--- src/rtl/arbiter_8_v_if.sv ---
// rtl/arbiter_8_v_if.sv - request/grant bundle between requesters and arbiter_8_v
//
// Signals:
//   i_req      [7:0] request vector, one bit per requester (level)
//   i_release        current owner finished its use of the resource
//   o_gnt      [7:0] one-hot grant, all zeros when idle
//   o_gnt_code [2:0] binary index of the owner, held while idle
//   o_gnt_v          grant active (OR of o_gnt)
//   o_timeout        one-cycle pulse on hold-limit forced release
// Modports: master = requester side, slave = arbiter side.
interface arbiter_8_v_if;
  logic [7:0] i_req;
  logic       i_release;
  logic [7:0] o_gnt;
  logic [2:0] o_gnt_code;
  logic       o_gnt_v;
  logic       o_timeout;

  modport master (
    output i_req, i_release,
    input  o_gnt, o_gnt_code, o_gnt_v, o_timeout
  );

  modport slave (
    input  i_req, i_release,
    output o_gnt, o_gnt_code, o_gnt_v, o_timeout
  );
endinterface

--- src/rtl/arbiter_8_v.sv ---
// rtl/arbiter_8_v.sv - eight-requester arbiter with registered grant and hold limit
//
// Ports:
//   i_clk    single clock, rising edge
//   i_rst_n  asynchronous active-low reset
//   bus      arbiter_8_v_if.slave: i_req, i_release in; o_gnt, o_gnt_code,
//            o_gnt_v, o_timeout out (all outputs are flop outputs)
// Parameters:
//   HOLD_MAX  maximum cycles a grant may be held (1 .. 2**CNT_W-1)
//   CNT_W     hold counter width
// Configuration macro:
//   ARB_ROUND_ROBIN_EN  defined: rotating priority, last owner lowest;
//                       undefined: fixed priority, highest index wins.
module arbiter_8_v #(
  parameter int HOLD_MAX = 15,
  parameter int CNT_W    = 4
) (
  input logic          i_clk,
  input logic          i_rst_n,
  arbiter_8_v_if.slave bus
);

  typedef enum logic {IDLE, GRANT} state_t;

  localparam logic [CNT_W-1:0] HOLD_LIMIT = CNT_W'(HOLD_MAX - 1);

  state_t           state;
  logic [CNT_W-1:0] cnt;
  logic [7:0]       gnt_q;
  logic [2:0]       code_q;
  logic             gnt_v_q;
  logic             timeout_q;

  logic [2:0]       win_code;
  logic             win_v;

  logic             owner_req;
  logic             limit_hit;
  logic             release_now;

`ifdef ARB_ROUND_ROBIN_EN
  logic [2:0] rr_ptr;
  logic [2:0] idx;

  // Search order is ptr-1, ptr-2, ..., ptr (mod 8). Walk it backwards so the
  // last assignment made belongs to the highest-priority set request.
  always_comb begin
    win_code = 3'd0;
    idx      = 3'd0;
    for (int i = 8; i >= 1; i--) begin
      idx = rr_ptr - 3'(i);
      if (bus.i_req[idx]) win_code = idx;
    end
  end
`else
  // Fixed priority: ascending scan, so the highest set index is written last.
  always_comb begin
    win_code = 3'd0;
    for (int i = 0; i < 8; i++) begin
      if (bus.i_req[i]) win_code = 3'(i);
    end
  end
`endif

  assign win_v       = |bus.i_req;
  assign owner_req   = bus.i_req[code_q];
  assign limit_hit   = (cnt == HOLD_LIMIT);
  assign release_now = bus.i_release || !owner_req || limit_hit;

  always_ff @(posedge i_clk or negedge i_rst_n) begin
    if (!i_rst_n) begin
      state     <= IDLE;
      cnt       <= '0;
      gnt_q     <= 8'h00;
      code_q    <= 3'd0;
      gnt_v_q   <= 1'b0;
      timeout_q <= 1'b0;
`ifdef ARB_ROUND_ROBIN_EN
      rr_ptr    <= 3'd0;
`endif
    end else begin
      timeout_q <= 1'b0;
      case (state)
        IDLE: begin
          if (win_v) begin
            state   <= GRANT;
            gnt_q   <= 8'd1 << win_code;
            code_q  <= win_code;
            gnt_v_q <= 1'b1;
            cnt     <= '0;
`ifdef ARB_ROUND_ROBIN_EN
            rr_ptr  <= win_code;
`endif
          end
        end
        GRANT: begin
          if (release_now) begin
            state     <= IDLE;
            gnt_q     <= 8'h00;
            gnt_v_q   <= 1'b0;
            // Timeout only when the limit is the sole reason for release.
            timeout_q <= limit_hit && !bus.i_release && owner_req;
          end else begin
            cnt <= cnt + 1'b1;
          end
        end
        default: state <= IDLE;
      endcase
    end
  end

  assign bus.o_gnt      = gnt_q;
  assign bus.o_gnt_code = code_q;
  assign bus.o_gnt_v    = gnt_v_q;
  assign bus.o_timeout  = timeout_q;

endmodule

--- src/flat_wrapper.sv ---
// flat-port wrapper written by rule: the top's interface ports become plain ports
module arbiter_8_v_flat 
#(
  parameter int HOLD_MAX = 15,
  parameter int CNT_W    = 4
)
  (i_clk, i_rst_n, bus_i_req, bus_i_release, bus_o_gnt, bus_o_gnt_code, bus_o_gnt_v, bus_o_timeout);
  arbiter_8_v_if bus_i ();
  input logic i_clk;
  input logic i_rst_n;
  input wire logic [$bits(bus_i.i_req)-1:0] bus_i_req;
  input wire logic [$bits(bus_i.i_release)-1:0] bus_i_release;
  output wire logic [$bits(bus_i.o_gnt)-1:0] bus_o_gnt;
  output wire logic [$bits(bus_i.o_gnt_code)-1:0] bus_o_gnt_code;
  output wire logic [$bits(bus_i.o_gnt_v)-1:0] bus_o_gnt_v;
  output wire logic [$bits(bus_i.o_timeout)-1:0] bus_o_timeout;
  assign bus_i.i_req = bus_i_req;
  assign bus_i.i_release = bus_i_release;
  assign bus_o_gnt = bus_i.o_gnt;
  assign bus_o_gnt_code = bus_i.o_gnt_code;
  assign bus_o_gnt_v = bus_i.o_gnt_v;
  assign bus_o_timeout = bus_i.o_timeout;
  arbiter_8_v #(.HOLD_MAX(HOLD_MAX), .CNT_W(CNT_W)) u_core (.i_clk(i_clk), .i_rst_n(i_rst_n), .bus(bus_i));
endmodule
--- config.mk ---
export PLATFORM = sky130hd
export DESIGN_NAME = arbiter_8_v_flat
export DESIGN_NICKNAME = d
export VERILOG_FILES = /design/src/rtl/arbiter_8_v_if.sv /design/src/rtl/arbiter_8_v.sv /design/src/flat_wrapper.sv
export SDC_FILE = /design/constraint.sdc
export NUM_CORES = 1
export LEC_CHECK = 0
export CAP_MARGIN = 20
export CORE_UTILIZATION = 54
export CTS_BUF_LIST = sky130_fd_sc_hd__clkbuf_4
export CTS_CLUSTER_DIAMETER = 120
export DETAILED_ROUTE_END_ITERATION = 8
export PLACE_DENSITY = 0.86
export SKIP_LAST_GASP = 1
export SYNTH_ARGS = -nofsm -noshare
export SYNTH_HDL_FRONTEND = slang
export SYNTH_SLANG_ARGS = --single-unit
--- constraint.sdc ---
create_clock -name i_clk -period 4.41 [get_ports i_clk]
set_clock_uncertainty 0.2 [all_clocks]
set_input_delay 0.882 -clock i_clk [delete_from_list [all_inputs] [get_ports i_clk]]
set_output_delay 0.882 -clock i_clk [all_outputs]
set_load 0.005 [all_outputs]
==> metrics.txt <==
H-tree levels=1; CTS buffer count=3; area of all sequential standard cells=about 450 um^2; Slew @ Worst Pin=0.7884 ns; Bufs on Longest Clock Path=2; GRT Total Usage=between 20% and 30%; Compound-Gate Fraction of Synth Area=23.43%; DR iter-0 viols=20; Netlist Area Pre-Place=1015 um^2; Final TNS setup=0 ns; Most used DFF post-synth=dfrtp_1; largest family of logic cells by synthesized area=compound AO/OA/AOI/OAI gates; Synth Area in Simple Gates=20.96%; antenna cells=0; Setup CP Type=input pin to flop; status=complete, no violations; Distinct cells, synth=38; clk sinks=18; cell area power density=between 400 and 500 nW/um^2; Max Slew Vio Count=0; # fillers=roughly 130; post-CTS setup buffer count=0; Crit path buffers/inverters=1; Max FO, Critical Path=9; worst hold stages=1; Initial Utilization=58.14%; height of the die=45.35 um; WL final=2153 um; area growth from synthesis to layout=26.26%; Final HPWL DP=around 1600 um; first-pass GRT wire length=~3700 um; clk_lat worst skew=roughly 0.30 ns; xor and xnor area share after synthesis=0%; IO Pins=24; period utilisation layout=60.05%; worst-case hold slack=between 0.3 and 0.4 ns; core area=1745 um^2; Hold WC Path Type=flop to flop; clock root cell=clkbuf_4; Yosys reg bits=18; Hold Crit Endpoint=u_core.bus.o_gnt[1]; antenna violations before repair=0; nets@finish=137; die width=about 45 um; Rows=15; 1st-pass router iterations=4; largest net degree at the start of global routing=19; routed vias/inst=about 5.8; maximum operating frequency=between 300 and 400 MHz; fraction of layout instances using a drive strength above 1=10.57%; cell family with most CP delay=buffers and inverters; Syn Area/Cell=10.25 um^2; CTS tree=done; number of synthesized flops with an enable pin=0; DRC Markers=0; Syn Nets=between 100 and 150; CP endpoint kind=flop; slowest cell on the critical path=clkdlybuf4s50_1; post-cts resize count=0; CP startpoint kind=input pin; Reg2Reg Capture Point=u_core.cnt[2]; YS warnings=0; Slew headroom=between 40% and 50%; CP Data Required Time=around 4.4 ns; antenna viol nets, final=0; reg2reg setup slack=about 2.4 ns; CP cell instances=clkdlybuf4s50_1 > mux2i_1 > a31oi_4 > nand4_4 > and2_4 > a211o_1; worst reg2reg startpoint=u_core.cnt[0]; area of the multi-input gates=between 500 and 600 um^2; R2R depth=6; Max Cap Viol=0; Post-Place Cell Area=between 1000 and 1500 um^2; Worst Min Path Start=u_core.bus.o_gnt[1]; CP startpoint=bus_i_req[5]; GRT overflow=0; DR vias=858; Avg WL per Cell=between 10 and 15 um; final hold viol count=0; RSZ-0062 raised after global routing=false; CP arrival=2.64 ns; Pleak=around 0.56 nW; die area=about 2000 um^2; Cells after Synth=slightly below 100; Seq/Total Area, Yosys=44.39%; Max stage delay on crit path=around 0.62 ns; asr flop ratio synth=100.0%; Hold Buf Count CTS=0; peak supply drop=about 0.29 mV; vias in the first global route=between 800 and 900; routability-driven placement congestion ratio=between 0.8 and 0.9; mux contribution to synthesized area=just over 4%; Port Buf Inserts=23; number of setup violations in the final report=0; Synth Area in Adders=2.466%; Tmin final=between 2 and 3 ns; final instance area=1281 um^2; Worst-path clk slew=around 0.1 ns
==> sequential cells by signal, indices dropped and copies added (netlist names) <==
register / count
u_core.bus.o_gnt: 8
u_core.bus.o_gnt_code: 3
u_core.cnt: 4
u_core.bus.o_gnt_v: 1
u_core.bus.o_timeout: 1
u_core.state: 1
==> layout by cell type, fill, tap and decap left out, types with 2 or more instances in the layout <==
| master | instances |
|---|---|
| nand2_1 | 5 |
| mux2i_1 | 3 |
| nor2b_1 | 2 |
| clkbuf_4 | 3 |
| a21oi_1 | 10 |
| clkdlybuf4s50_1 | 23 |
| inv_1 | 7 |
| and3_1 | 2 |
| nand3_1 | 3 |
| a211o_1 | 2 |
| dfrtp_1 | 18 |
| nor2_1 | 13 |
| o21ai_0 | 2 |
| nand4_1 | 2 |
| o2bb2ai_1 | 2 |
| ha_1 | 2 |
| nor3b_1 | 2 |
==> cells in the mapped netlist, drive strengths merged, types with 2 or more instances <==
cell	number	share of area, %
o2bb2ai	2	1.7
nand3	3	1.5
nand4	3	3.3
nor2	14	5.4
a31oi	3	3.9
o21ai	2	0.99
mux2i	3	3.0
and3	2	1.2
a211o	2	1.7
ha	2	2.5
dfrtp	18	44
inv	7	2.6
nor3b	2	1.5
a21oi	10	4.9
nand2	5	1.8
buf	3	2.1
nor2b	2	1.2
==> how the worst max path moves through the flow <==
| stage | to | slack (ns) | cells past startpoint |
|---|---|---|---|
| 2_1_floorplan | u_core.cnt[2] | 2.08 | 6 |
| 5_1_grt | u_core.cnt[2] | 1.60 | 6 |
| 3_5_place_dp | u_core.cnt[2] | 1.47 | 6 |
| 3_3_place_gp | u_core.cnt[3] | 1.51 | 6 |
| 4_1_cts | u_core.cnt[2] | 1.79 | 6 |
| 6_report | u_core.cnt[2] | 1.76 | 6 |
==> cells by family after synthesis <==
kind of cell | count (synthesis)
and+or+nand+nor | 37
AOI/OAI and AO/OA | 28
DFF | 18
buffers and inverters | 10
muxes | 4
adders and majority gates | 2
==> routing by layer <==
layer	vias up	global-route usage [%]	wire length [um]
li1	413	-	-
met1	412	34.78	996
met2	26	39.13	1003
met3	7	3.200	100
met4	0	15.15	53
met5	-	0	0
==> final cells by class <==
cell class                      instances  share of cell area (%)
Timing Repair Buffer                   23                   17.97
Inverter                                7                   2.051
Multi-Input combinational cell         71                   40.33
Clock buffer                            3                   1.758
Sequential cell                        18                   35.16
Tap cell                               25                   2.441
Clock inverter                          1                  0.2930
==> power by group <==
group          leakage (nW)  total (mW)  switching, mW  internal, mW
Sequential            0.233       0.260         0.0600         0.200
Clock                0.0154      0.0842         0.0512        0.0330
Combinational         0.314       0.267          0.134         0.133
==> stage by stage <==
stage	power, mW	worst slack [ns]	util [%]	cells
6_report	0.6119	1.762	73.41	148
5_1_grt	0.6559	1.598	73.41	148
4_1_cts	0.6124	1.786	73.41	148
3_5_place_dp	0.5277	1.469	71.90	144
3_3_place_gp	0.5148	1.506	71.90	144
2_1_floorplan	0.4336	2.076	-	99
Note: power is estimated with default switching activity, not from simulation.
